==> src/rtl/fifo_framer_pkg.sv <==
// Shared types and default sizing for the FIFO-to-stream framer.
package fifo_framer_pkg;

   localparam int unsigned DEF_DATA_W    = 8;
   localparam int unsigned DEF_FRAME_LEN = 4;

   typedef enum logic {
      PAYLOAD = 1'b0,
      CSUM    = 1'b1
   } state_t;

endpackage

==> src/rtl/fifo_framer.sv <==
// Groups payload words from an upstream FIFO into frames of FRAME_LEN words,
// each closed by a modular checksum word flagged with data_out_last.
module fifo_framer
   import fifo_framer_pkg::*;
#(
   parameter int unsigned DATA_W    = DEF_DATA_W,
   parameter int unsigned FRAME_LEN = DEF_FRAME_LEN
) (
   input  logic              clk,
   input  logic              rstn,
   input  logic [DATA_W-1:0] data_in,
   input  logic              data_in_vld,
   output logic              data_in_rdy,
   input  logic              flush,
   output logic [DATA_W-1:0] data_out,
   output logic              data_out_vld,
   input  logic              data_out_rdy,
   output logic              data_out_last,
   output logic [15:0]       frame_cnt
);

   localparam logic [15:0] LP_CNT_LAST = 16'(FRAME_LEN - 1);

   state_t            r_state;
   logic [15:0]       r_cnt;
   logic [DATA_W-1:0] r_csum;
   logic [DATA_W-1:0] r_data;
   logic              r_vld;
   logic              r_last;
   logic [15:0]       r_frame_cnt;

   logic              w_slot_free;
   logic              w_rdy;
   logic              w_accept;

   // The output register can take a new word when empty or being drained this cycle.
   assign w_slot_free = ~r_vld | data_out_rdy;
   assign w_rdy       = (r_state == PAYLOAD) & w_slot_free & rstn;
   assign w_accept    = data_in_vld & w_rdy;

   assign data_in_rdy   = w_rdy;
   assign data_out      = r_data;
   assign data_out_vld  = r_vld;
   assign data_out_last = r_last;
   assign frame_cnt     = r_frame_cnt;

   always_ff @(posedge clk or negedge rstn) begin
      if (!rstn) begin
         r_state     <= PAYLOAD;
         r_cnt       <= '0;
         r_csum      <= '0;
         r_data      <= '0;
         r_vld       <= 1'b0;
         r_last      <= 1'b0;
         r_frame_cnt <= '0;
      end else begin
         if (w_accept) begin
            r_data <= data_in;
            r_vld  <= 1'b1;
            r_last <= 1'b0;
            r_csum <= r_csum + data_in;
            r_cnt  <= r_cnt + 16'd1;
            if ((r_cnt == LP_CNT_LAST) || flush) begin
               r_state <= CSUM;
            end
         end else if (r_state == CSUM) begin
            if (w_slot_free) begin
               r_data      <= r_csum;
               r_vld       <= 1'b1;
               r_last      <= 1'b1;
               r_csum      <= '0;
               r_cnt       <= '0;
               r_frame_cnt <= r_frame_cnt + 16'd1;
               r_state     <= PAYLOAD;
            end
         end else begin
            if (w_slot_free) begin
               r_vld  <= 1'b0;
               r_last <= 1'b0;
            end
            // An empty frame is never closed, so flush at cnt==0 is dropped.
            if (flush && (r_cnt != '0)) begin
               r_state <= CSUM;
            end
         end
      end
   end

endmodule

==> config.mk <==
export PLATFORM = sky130hd
export DESIGN_NAME = fifo_framer
export DESIGN_NICKNAME = d
export VERILOG_FILES = /design/src/rtl/fifo_framer_pkg.sv /design/src/rtl/fifo_framer.sv
export SDC_FILE = /design/constraint.sdc
export NUM_CORES = 1
export LEC_CHECK = 0
export CAP_MARGIN = 20
export CELL_PAD_IN_SITES_DETAIL_PLACEMENT = 2
export CELL_PAD_IN_SITES_GLOBAL_PLACEMENT = 2
export CORE_MARGIN = 2
export CORE_UTILIZATION = 38
export CTS_BUF_LIST = sky130_fd_sc_hd__clkbuf_2
export DETAILED_ROUTE_END_ITERATION = 8
export PLACE_DENSITY = 0.95
export RECOVER_POWER = 50
export SETUP_SLACK_MARGIN = 0.3
export SYNTH_ARGS = -nofsm -noshare
export SYNTH_HDL_FRONTEND = slang
export SYNTH_SLANG_ARGS = --single-unit
==> constraint.sdc <==
create_clock -name clk -period 4 [get_ports clk]
set_input_delay 0.4 -clock clk [delete_from_list [all_inputs] [get_ports clk]]
set_output_delay 0.4 -clock clk [all_outputs]
set_load 0.01 [all_outputs]
==> key figures, run 1 <==
Outcome
  – Run status: finished clean

Placement
  – Pre-CTS setup slack: 1.45 ns
  – Dpl cells: about 400
  – PortBufs: 39
  – Post-DP HPWL: just under 6 mm
  – Routability cong.: between 0.7 and 0.8

Clock network
  – Clk sinks: 51
  – PostCTS Resize Cnt: 0
  – Clk pin slew, worst setup/hold paths: approximately 0.27 ns
  – CTS max path bufs: 2
  – CTS tree: done
  – H-tree depth: 2
  – Worst-Skew Late Latency: 0.44 ns
  – Clock root buffer: clkbuf_2
  – CTS Buf Count: 5

Power and ir drop
  – Overall power: around 1.8 mW
  – Power Dens Cells: 566 nW/um^2
  – Leak pwr: between 1 and 1.5 nW
  – Peak supply drop: roughly 150 uV

Detailed routing
  – Residual DRC: 0
  – Total Wirelength: between 8 and 9 mm
  – Antenna Nets Post-Route: 0
  – Drt first pass iters: 4
  – DR vias/cell: between 5 and 6
  – DRT iter0 DRCs: roughly 110
  – Via count: between 2k and 2.5k
  – WL per Instance: 21.4 um

Worst setup path
  – Critical path required time: between 3 and 4 ns
  – Nature of the critical path endpoint: output pin
  – Crit Path Max Fanout: 31
  – Crit path DAT: about 2.6 ns
  – Crit path launch type: input pin
  – WS Path Type: input pin to output pin

STA
  – Max Slew Vio Count: 0
  – Worst clock skew: approximately 0.028 ns
  – Period utilization: 73.9%
  – Setup_tns: 0 ns
  – Hold Fails Final Rpt: 0
  – Tightest Pin Transition: around 1.4 ns
  – Final setup viols: 0
  – Final WS setup: about 1.0 ns
  – RSZ-0062 raised after global routing: false
  – Relative slew slack: slightly below 9%
  – Min Tclk post-route: between 2 and 3 ns
  – Achievable frequency: about 340 MHz

Logic synthesis
  – EDFF count, synth: 0
  – Cell variety after synth: 41
  – Primary FF master, synth: dfrtp_1
  – Cells after Synth: between 200 and 300
  – Share of the yosys chip area belonging to registers: 47.7%
  – Syn_nets: between 200 and 300
  – Ys Warns: 0
  – #FFs+latches synth: just over 50
  – Cell Area, Synth: between 2000 and 3000 sq um
  – Post-synth ARST share: between 90% and 100%
  – Mean area per synthesized cell: just under 10 sq um

Finish
  – Ant diodes: 0
  – Most common cell after layout, fill and taps aside: dfrtp_1
  – Final non-filler cell total: a little over 400
  – Synthesis-to-finish area growth: 18.9%
  – Most frequent cells in the layout: 51 x dfrtp_1, 47 x nand2_1, 38 x clkdlybuf4s50_1, 29 x nor2_1, 17 x xnor2_1
  – # fillers: between 700 and 800
  – Ratio of cells with drive above 1 in the final layout: 5.06%
  – # nets final: 339

Die
  – Ports: 40
  – Die X: 87.9 um
  – Starting density of the core: about two fifths
  – Die area: 7730 sq um
  – Core ar.: slightly below 7000 sq um
  – # rows: 30
  – Die Y: approximately 88 um

Hold path
  – Hold Path Class: flip-flop to flip-flop

Global route
  – Largest net degree at the start of global routing: 33
  – Vias in the first global route: approximately 2.6k
  – Tot GR Track Use: between 20% and 30%
  – Initial antenna violation count: 0
  – Grt total ovfl: 0
  – First-pass GRT wire length: ~14 mm

Flow run
  – Max-cap violations: 0
-- registers in the layout, indices dropped and copies added, names as in the netlist --
name	flops
frame_cnt	16
r_cnt	16
data_out	8
r_csum	8
data_out_last	1
data_out_vld	1
r_state	1
-- synth_stat cells, types with 2 or more instances --
| cell | n | area share, % |
|---|---|---|
| nor3b_1 | 2 | 0.56 |
| and4_1 | 3 | 0.98 |
| nor2_1 | 29 | 4.1 |
| o211ai_1 | 2 | 0.56 |
| clkbuf_1 | 5 | 0.70 |
| and3_1 | 6 | 1.4 |
| dfrtp_1 | 51 | 48 |
| a21o_1 | 3 | 0.84 |
| nand4_1 | 9 | 2.1 |
| buf_6 | 2 | 0.84 |
| nor4_1 | 3 | 0.70 |
| and2_1 | 6 | 1.4 |
| a21oi_1 | 6 | 1.1 |
| a211oi_1 | 3 | 0.84 |
| xor2_1 | 16 | 5.2 |
| ha_1 | 10 | 4.7 |
| buf_2 | 2 | 0.37 |
| o21ai_0 | 7 | 1.3 |
| xnor2_1 | 17 | 5.6 |
| a31oi_1 | 8 | 1.9 |
| nor3_1 | 4 | 0.75 |
| nand3_1 | 15 | 2.8 |
| inv_1 | 2 | 0.28 |
| nand2_1 | 47 | 6.6 |
-- worst paths after layout --
check | start | end | slack (ns) | cells after the start
setup / recovery | rstn | data_in_rdy | 1.05 | 4
hold / removal | frame_cnt[15] | frame_cnt[15] | 0.50 | 1
setup reg to reg | data_out_vld | frame_cnt[15] | 1.73 | 5
hold reg to reg | frame_cnt[15] | frame_cnt[15] | 0.50 | 1
max in group asynchronous | rstn | data_out_vld | 1.76 | 3
min in group asynchronous | rstn | frame_cnt[14] | 0.53 | 2
-- per-layer routing --
metal | GRT usage [%] | vias to the layer above | routed length (um)
li1 | - | 1033 | -
met2 | 43.0 | 65 | 4630
met5 | 0 | - | 0
met3 | 3.86 | 25 | 270
met4 | 8.67 | 0 | 250
met1 | 30.3 | 1193 | 3670
-- logic make-up after synthesis --
| logic type | count (synthesis) | share of synthesized area (%) |
|---|---|---|
| XOR/XNOR | 33 | 10.8 |
| adder cells (fa/ha/maj) | 11 | 5.43 |
| flip-flops | 51 | 47.7 |
| buffers and inverters | 12 | 2.34 |
| AO/OA/AOI/OAI | 32 | 7.44 |
| AND/OR/NAND/NOR | 136 | 26.3 |
-- area by class of cell --
cell class | count | area, sq um | area share [%]
well taps | 96 | 120 | 3.78
clock buffers | 6 | 30.0 | 0.944
clock inverters | 2 | 12.5 | 0.393
inverters | 2 | 7.51 | 0.236
flip-flops and latches | 51 | 1280 | 40.1
repair buffers | 43 | 422 | 13.3
multi-input cells | 212 | 1310 | 41.3
-- worst max-delay path: stages --
cell and delay, ns:
dlygate4sd3_1 0.54, buf_2 0.60, nor3b_1 0.38, clkdlybuf4s50_1 0.62
-- per-stage QoR --
stage	hold slack, ns	area, sq um	utilization [%]
final	0.495	3180	46.8
after global routing	0.530	3180	46.8
after CTS	0.508	3190	47.0
after detailed placement	0.474	3140	46.2
after global placement	0.461	3140	46.2
after floorplan	0.104	2680	-
-- timing repair --
item,4_1_cts,5_1_grt
endpoints found under the hold margin,27,0
buffers inserted,0,0
hold buffers,1,0
-- power breakdown --
| part | internal [mW] | leakage, nW | switching [mW] |
|---|---|---|---|
| combinational | 0.349 | 0.698 | 0.443 |
| clock | 0.0445 | 0.0290 | 0.176 |
| sequential | 0.639 | 0.681 | 0.149 |
Power figures use the tool's default switching activity.
==> inputs of run 2 (changes only) <==
CORE_UTILIZATION = 35   (was 38)
PLACE_DENSITY = 0.93   (was 0.95)
clock period = 2.8 ns   (was 4 ns; I/O delays follow)
==> run 2 against run 1 <==
Effect of this change:
- register-to-register slack worse by 1.1 ns
- total power rose by 43%
- sequential power grew 42%
- final area is 0.63% higher
- hold slack worse by 0.27 ns
- critical path depth unchanged
- wire length fell by 1.5%
- critical endpoint unchanged
- largest cell class unchanged
==> key figures, run 2 (same netlist as run 1, synthesis figures left out) <==
Die
  – Die area: 8360 sq um (was 7730 sq um)
  – Starting density of the core: 36.5% (was 39.4%)
  – # rows: 31 (was 30)
  – Ports: 40 (unchanged)
  – Die Y: 91.4 um (was 87.9 um)
  – Die X: 91.4 um (was 87.9 um)
  – Core ar.: 7330 sq um (was 6790 sq um)

Worst setup path
  – Nature of the critical path endpoint: output pin (unchanged)
  – Critical Path Source: rstn (unchanged)
  – Crit path DAT: 2.03 ns (was 2.55 ns)
  – Crit Path Max Fanout: 16 (was 31)
  – Reg-to-reg startpoint: r_csum[1] (was data_out_vld)
  – Crit path launch type: input pin (unchanged)
  – Critical path required time: 2.52 ns (was 3.60 ns)
  – WS Path Type: input pin to output pin (unchanged)

STA
  – Min Tclk post-route: 2.31 ns
  – Final setup viols: 0 (unchanged)
  – Period utilization: slightly above 80%
  – Achievable frequency: about 430 MHz
  – Setup_tns: 0 ns (unchanged)
  – Relative slew slack: 29.7% (was 8.91%)
  – Hold Fails Final Rpt: 0 (unchanged)
  – RSZ-0062 raised after global routing: false (unchanged)
  – Max Slew Vio Count: 0 (unchanged)
  – Tightest Pin Transition: 1.05 ns (was 1.37 ns)
  – Worst clock skew: 0.0425 ns (was 0.0280 ns)

Power and ir drop
  – Power Dens Cells: 805 nW/um^2 (was 566 nW/um^2)
  – Peak supply drop: 230 uV (was 155 uV)
  – Leak pwr: 1.42 nW (was 1.41 nW)
  – Overall power: 2.58 mW (was 1.80 mW)

Placement
  – Routability cong.: 0.775 (was 0.781)
  – Dpl cells: 407 (was 402)
  – PortBufs: 39 (unchanged)
  – Post-DP HPWL: 6.00 mm (was 5.87 mm)
  – Placed instance area: 3160 sq um (was 3140 sq um)

Detailed routing
  – Residual DRC: 0 (unchanged)
  – Antenna Nets Post-Route: 0 (unchanged)
  – DR vias/cell: 5.46 (was 5.62)
  – Drt first pass iters: 4 (unchanged)
  – Via count: 2270 (was 2316)
  – WL per Instance: 20.9 um (was 21.4 um)
  – Total Wirelength: 8.69 mm (was 8.82 mm)
  – DRT iter0 DRCs: 152 (was 105)

Global route
  – Initial antenna violation count: 0 (unchanged)
  – Grt total ovfl: 0 (unchanged)
  – Tot GR Track Use: 22.2% (was 24.4%)
  – Largest net degree at the start of global routing: 40 (was 33)
  – Vias in the first global route: 2615 (was 2604)
  – First-pass GRT wire length: 14.6 mm (was 14.4 mm)

Finish
  – Final core utilization: 43.7% (was 46.8%)
  – # nets final: 340 (was 339)
  – Synthesis-to-finish area growth: 19.7% (was 18.9%)
  – # fillers: 779 (was 743)
  – Register area: 1280 sq um (unchanged)
  – Ratio of cells with drive above 1 in the final layout: 5.99% (was 5.06%)
  – Most frequent cells in the layout: 51 x dfrtp_1, 47 x nand2_1, 36 x clkdlybuf4s50_1, 29 x nor2_1, 17 x xnor2_1 (was 51 x dfrtp_1, 47 x nand2_1, 38 x clkdlybuf4s50_1, 29 x nor2_1, 17 x xnor2_1)
  – Multi-input combinational cell area: 1320 sq um (was 1310 sq um)
  – Final non-filler cell total: 416 (was 412)
  – Ant diodes: 0 (unchanged)
  – Most common cell after layout, fill and taps aside: dfrtp_1 (unchanged)
  – Design Area, Final: 3200 sq um (was 3180 sq um)

Clock network
  – Clk pin slew, worst setup/hold paths: 0.32 ns (was 0.27 ns)
  – Clk sinks: 51 (unchanged)
  – CTS max path bufs: 2 (unchanged)
  – Cts hold-fix bufs: 1 (unchanged)
  – Worst-Skew Late Latency: 0.47 ns (was 0.44 ns)
  – CTS Buf Count: 5 (unchanged)
  – CTS tree: done (unchanged)
  – PostCTS Resize Cnt: 0 (unchanged)
  – H-tree depth: 2 (unchanged)
  – Clock root buffer: clkbuf_2 (unchanged)
  – Post-CTS Setup Repair Bufs: 0 (unchanged)

Hold path
  – Hold Path Class: input pin to async pin (was flip-flop to flip-flop)

Outcome
  – Run status: finished clean (unchanged)

Flow run
  – Max-cap violations: 0 (unchanged)
==> run 2: cell count changes in the layout (fill, tap and decap cells not counted) <==
cell             change
clkinv_2             -1
nor2b_4              +1
dlygate4sd3_1        +2
buf_8                -1
nor2b_1              -1
buf_4                +2
clkinv_4             +2
clkdlybuf4s50_1      -2
clkbuf_1             -1
==> run 2: stage by stage <==
step	hold WS [ns]	setup WS (ns)
floorplan	-0.0156	0.956
global placement	0.215	0.452
detailed placement	0.219	0.308
CTS	0.227	0.440
global route	0.216	0.393
finish	0.221	0.493
==> run 2: final timing paths <==
kind | to | slack [ns] | cells past startpoint
worst max-delay path | data_in_rdy | 0.49 | 4
worst min-delay path | data_out_vld | 0.22 | 2
worst max register to register | r_csum[7] | 0.67 | 6
worst min register to register | frame_cnt[15] | 0.49 | 1
max in group asynchronous | r_csum[2] | 1.20 | 3
min in group clk | data_out[4] | 0.44 | 3
==> run 2: worst max-delay path: stages <==
cell and delay [ns]:
dlygate4sd3_1 0.53, buf_2 0.36, nor3b_1 0.27, clkdlybuf4s50_1 0.58
==> run 2: power by group <==
group	total (mW)	switching [mW]	internal [mW]	leakage, nW
Combinational	1.12	0.623	0.500	0.713
Clock	0.334	0.269	0.0650	0.0292
Sequential	1.12	0.208	0.913	0.681
==> run 2: layout make-up <==
| type | instances | area share, % |
|---|---|---|
| repair buffers | 44 | 13.2 |
| multi-input cells | 212 | 41.3 |
| inverters | 2 | 0.234 |
| well taps | 99 | 3.87 |
| clock inverters | 3 | 0.782 |
| clock buffers | 5 | 0.782 |
| flip-flops and latches | 51 | 39.9 |
==> run 2: layer usage <==
metal | wire length [um] | track usage [%] | part of all wire (%)
met3 | 230 | 2.49 | 2.6
met5 | 0 | 0 | 0
met1 | 3750 | 27.7 | 43
met4 | 102 | 5.18 | 1.2
met2 | 4610 | 40.7 | 53
